==> src/rtl/mem_wb_stage.sv <==
// MEM/WB pipeline register: formats load data, gates register-file writes
// and exports a forwarding copy plus a retired-instruction counter.
module mem_wb_stage #(
  parameter int unsigned DATA_WIDTH = 32,
  parameter int unsigned ADDR_WIDTH = 5,
  parameter int unsigned CNT_WIDTH  = 32
) (
  input  logic                  clk,
  input  logic                  rst,
  input  logic                  stall,
  input  logic                  flush,
  input  logic                  in_valid,
  input  logic                  in_reg_write,
  input  logic                  in_mem_to_reg,
  input  logic [2:0]            in_load_type,
  input  logic [1:0]            in_addr_lsb,
  input  logic [DATA_WIDTH-1:0] in_alu_result,
  input  logic [DATA_WIDTH-1:0] in_mem_rdata,
  input  logic [ADDR_WIDTH-1:0] in_dst,
  output logic                  rf_we,
  output logic [ADDR_WIDTH-1:0] rf_w_addr,
  output logic [DATA_WIDTH-1:0] rf_d_in,
  output logic                  fwd_valid,
  output logic [ADDR_WIDTH-1:0] fwd_addr,
  output logic [DATA_WIDTH-1:0] fwd_data,
  output logic                  misalign_err,
  output logic [CNT_WIDTH-1:0]  retire_cnt
);

  logic [7:0]            byte_sel;
  logic [15:0]           half_sel;
  logic [DATA_WIDTH-1:0] load_fmt;
  logic                  load_misal;
  logic [DATA_WIDTH-1:0] data_d;
  logic                  misal_d;
  logic                  we_d;

  logic                  valid_q;
  logic                  we_q;
  logic [ADDR_WIDTH-1:0] addr_q;
  logic [DATA_WIDTH-1:0] data_q;
  logic                  err_q;
  logic [CNT_WIDTH-1:0]  cnt_q;

  always_comb begin
    byte_sel   = in_mem_rdata[{in_addr_lsb, 3'b000} +: 8];
    half_sel   = in_addr_lsb[1] ? in_mem_rdata[31:16] : in_mem_rdata[15:0];
    load_fmt   = in_mem_rdata;
    load_misal = 1'b0;
    case (in_load_type)
      3'b001: load_fmt = {{(DATA_WIDTH-8){byte_sel[7]}}, byte_sel};
      3'b010: load_fmt = {{(DATA_WIDTH-8){1'b0}}, byte_sel};
      3'b011: begin
        load_fmt   = {{(DATA_WIDTH-16){half_sel[15]}}, half_sel};
        load_misal = in_addr_lsb[0];
      end
      3'b100: begin
        load_fmt   = {{(DATA_WIDTH-16){1'b0}}, half_sel};
        load_misal = in_addr_lsb[0];
      end
      // LW and the unused encodings 101-111
      default: begin
        load_fmt   = in_mem_rdata;
        load_misal = (in_addr_lsb != 2'b00);
      end
    endcase
    data_d  = in_mem_to_reg ? load_fmt : in_alu_result;
    misal_d = in_mem_to_reg & load_misal;
    we_d    = in_valid & in_reg_write & (in_dst != '0) & ~misal_d;
  end

  always_ff @(posedge clk) begin
    if (rst) begin
      valid_q <= 1'b0;
      we_q    <= 1'b0;
      addr_q  <= '0;
      data_q  <= '0;
      err_q   <= 1'b0;
      cnt_q   <= '0;
    end else if (flush) begin
      valid_q <= 1'b0;
      we_q    <= 1'b0;
      addr_q  <= '0;
      data_q  <= '0;
      err_q   <= 1'b0;
    end else if (!stall) begin
      valid_q <= in_valid;
      we_q    <= we_d;
      addr_q  <= in_dst;
      data_q  <= data_d;
      // A bubble carries no load, so it never reports a misalignment
      err_q   <= misal_d & in_valid;
      if (in_valid) cnt_q <= cnt_q + CNT_WIDTH'(1);
    end
  end

  assign rf_we        = we_q & valid_q;
  assign rf_w_addr    = addr_q;
  assign rf_d_in      = data_q;
  assign fwd_valid    = rf_we;
  assign fwd_addr     = rf_w_addr;
  assign fwd_data     = rf_d_in;
  assign misalign_err = err_q;
  assign retire_cnt   = cnt_q;

endmodule

==> config.mk <==
export PLATFORM = sky130hd
export DESIGN_NAME = mem_wb_stage
export DESIGN_NICKNAME = d
export VERILOG_FILES = /design/src/rtl/mem_wb_stage.sv
export SDC_FILE = /design/constraint.sdc
export NUM_CORES = 1
export LEC_CHECK = 0
export CORE_ASPECT_RATIO = 1.1
export CORE_MARGIN = 5
export CORE_UTILIZATION = 35
export CTS_BUF_LIST = sky130_fd_sc_hd__clkbuf_4
export CTS_CLUSTER_DIAMETER = 60
export DETAILED_ROUTE_END_ITERATION = 6
export GPL_TIMING_DRIVEN = 0
export PLACE_DENSITY = 0.68
export SYNTH_ARGS = -nofsm -noshare
export SYNTH_HDL_FRONTEND = slang
export SYNTH_SLANG_ARGS = --single-unit
==> constraint.sdc <==
create_clock -name clk -period 4.64 [get_ports clk]
set_input_delay 0.928 -clock clk [delete_from_list [all_inputs] [get_ports clk]]
set_output_delay 0.928 -clock clk [all_outputs]
set_load 0.005 [all_outputs]
==> flow_summary.toml <==
[timing]
final.min_clock_period_ns = 2.95
timing.fmax_ghz = 0.339
setup_viol = 0
rsz0062_at_grt = "false"
period_share_pct = 63.6
slew_violations = 0
fin_skew_ns = 0.0267
fin_tns_setup_ns = 0
hold_viol_final = 0
tightest_slew_ns = 0.707
relSlewSlack_pct = 52.7
setup_ws_ns = 1.69

[yosys]
syn_nets = 604
yosysTopAreaCellShare_pct = 34.4
synth_seq_cells = 72
avgSynthCellArea_um2 = 8.04
netlist_instances = 522
synthArstFlopShare_pct = 0
yosys.cell_types.count = 51
ys_seq_area_share_pct = 34.4
synth_area_um2 = 4200
ys_warn_count = 0
synth_edf_count = 0
ys_top_cells_by_area = "dfxtp_1, buf_4, a21oi_1"
synth_top_area_cell = "dfxtp_1"
synth_flop_cell = "dfxtp_1"

[placement]
dpl_worst_slack_ns = 1.18
dp_hpwl_um = 12300
port_buffers = 186
placed_area_um2 = 6250
gp_congestion = 0.897

[layout]
diodes = 0
fill_cells = 1171
final_core_util_pct = 54.2
finalNetCount = 801
drive_gt1_share_pct = 10.2
synthToLayoutAreaGrowth_pct = 53.3
post-route-cell-area_um2 = 6430

[run_status]
status = "finished clean"

[worst_setup_path]
cp-end-kind = "register"
reg2reg_to = "retire_cnt[31]"
critPathLaunchType = "input pin"
critical_path_class = "input pin to register"
worstReg2RegStart = "retire_cnt[12]"
crit_required_ns = 4.98
critPathMaxFanout = 10
r2r_cells = 5
arrival_ns = 3.29
ff2ff_setup_slack_ns = 2.42

[power]
p_per_area_nw_per_um2 = 230
p_leak_nw = 2.37
ir_drop_uv = 157

[die]
rows = 42
start_util_pct = 35.3
core-area_um2 = 11900
die-area_um2 = 14300
ios = 190
fp.dieW_um = 114
die_h_um = 125

[clock_network]
numCtsBuffers = 9
cts_tree = "built"
ctsRootBufferMaster = "clkbuf_4"
cts_setup_buffers = 0
clockBufferDepth = 2
clk_latency_ns = 0.44
htreeDepth = 3
cts_resized = 0
cts.sinks = 72
cts.clk_slew.worst_paths_ns = 0.13
cts_hold_buf = 0

[hold_path]
hold_class = "register to register"
hold_start = "fwd_data[2]"
min_path_cells = 2
hold_end = "fwd_data[2]"

[route]
drcViolationCount = 0
routed-via-count = 4729
drt_iter0_drc = 207
vias_per_cell = 5.39
ant_nets = 0
drt_pre_antenna_iters = 4
postRouteWirelength_um = 15700
wl_per_cell_um = 17.9

[grt]
grt_pass1_vias = 4536
grt_max_degree = 13
overflow = 0
antenna_found_initial = 0
grtUsageTotal_pct = 20.8
grt_pass1_wl_um = 23700

[run]
cap_violations = 0
[worst max-delay path by stage]
| stage | startpoint | endpoint | slack, ns | cells past startpoint |
|---|---|---|---|---|
| after floorplan | in_addr_lsb[1] | fwd_data[21] | 2.05 | 6 |
| after global placement | in_valid | retire_cnt[29] | 1.24 | 7 |
| after detailed placement | in_valid | retire_cnt[29] | 1.18 | 7 |
| after CTS | in_valid | retire_cnt[29] | 1.67 | 7 |
| after global routing | in_valid | retire_cnt[29] | 1.45 | 7 |
| final | in_valid | retire_cnt[29] | 1.69 | 7 |
[metal layers]
layer,share of wire [%],wire (µm),GRT usage (%),vias to the layer above
met3,8.8,1380,4.96,36
met1,40,6310,24.6,2189
met4,3.6,561,9.92,0
li1,-,-,-,2270
met2,47,7440,35.0,234
met5,0,0,0,-
[cells in the mapped netlist (3+ instances only)]
| cell type | instances |
|---|---|
| mux2_2 | 10 |
| a21oi_1 | 46 |
| or3_1 | 8 |
| a2111oi_0 | 8 |
| nor2b_1 | 7 |
| inv_1 | 17 |
| and2_1 | 3 |
| buf_2 | 3 |
| nand2b_1 | 3 |
| and4_1 | 5 |
| xnor2_1 | 4 |
| o21ai_0 | 18 |
| clkbuf_1 | 30 |
| nor3_1 | 6 |
| or4_1 | 10 |
| nor4_1 | 3 |
| dfxtp_1 | 72 |
| nand3_1 | 20 |
| xor2_1 | 6 |
| nor2_1 | 52 |
| nand4_1 | 14 |
| a311oi_1 | 8 |
| buf_4 | 38 |
| o31ai_1 | 15 |
| a211oi_1 | 7 |
| nand2_1 | 43 |
| o221ai_1 | 16 |
| a211o_1 | 8 |
| and3_1 | 3 |
| mux2i_1 | 14 |
[stage by stage]
stage / power [W] / instances / hold WS, ns
after floorplan: 0.000790 / 522 / 0.445
after global placement: 0.000959 / 862 / 0.467
after detailed placement: 0.000963 / 862 / 0.476
after CTS: 0.00149 / 878 / 0.499
after global routing: 0.00154 / 878 / 0.514
final: 0.00148 / 878 / 0.497
[report_power, final]
group | internal, W | total [W] | switching [W]
Sequential | 0.000634 | 0.000648 | 0.0000142
Clock | 0.000278 | 0.000527 | 0.000249
Combinational | 0.000169 | 0.000303 | 0.000134
[worst max-delay path: stages]
cell and delay (ns):
clkdlybuf4s50_1 0.56, nor3b_1 0.26, buf_2 0.27, nand4_1 0.41, buf_2 0.35, nor3_1 0.17, mux2_2 0.35
[cells in the final DEF (no fill, tap or decap), types with 10 or more instances in the layout]
cell type        count
clkbuf_4            10
dfxtp_1             72
nand2_1             43
buf_4               38
or4_1               10
o21ai_0             18
a21oi_1             46
mux2_2              10
nor2_1              52
nand3_1             20
inv_1               17
o31ai_1             15
clkbuf_1            30
nand4_1             14
clkdlybuf4s50_1    186
o221ai_1            16
mux2i_1             14
[flip-flops by register name (all words and copies together), names as in the netlist]
name	count
retire_cnt	32
valid_q	1
we_q	1
misalign_err	1
fwd_data	32
fwd_addr	5
[area by class of cell]
type	instances	area, µm²	share of cell area [%]
Buffer	75	443	6.89
Clock buffer	10	75.1	1.17
Clock inverter	6	106	1.65
Inverter	19	71.3	1.11
Multi-Input combinational cell	356	2240	34.8
Sequential cell	72	1440	22.4
Tap cell	154	193	3.00
Timing Repair Buffer	186	1860	28.9
[kinds of logic after synthesis]
kind of cell	share of synthesized area, %
mux	6.92
fa+ha+maj	0.298
simple gates	21.8
buf+inv	12.3
flops	34.4
compound gates	22.2
xor+xnor	2.09
(Power assumes the default switching activity.)
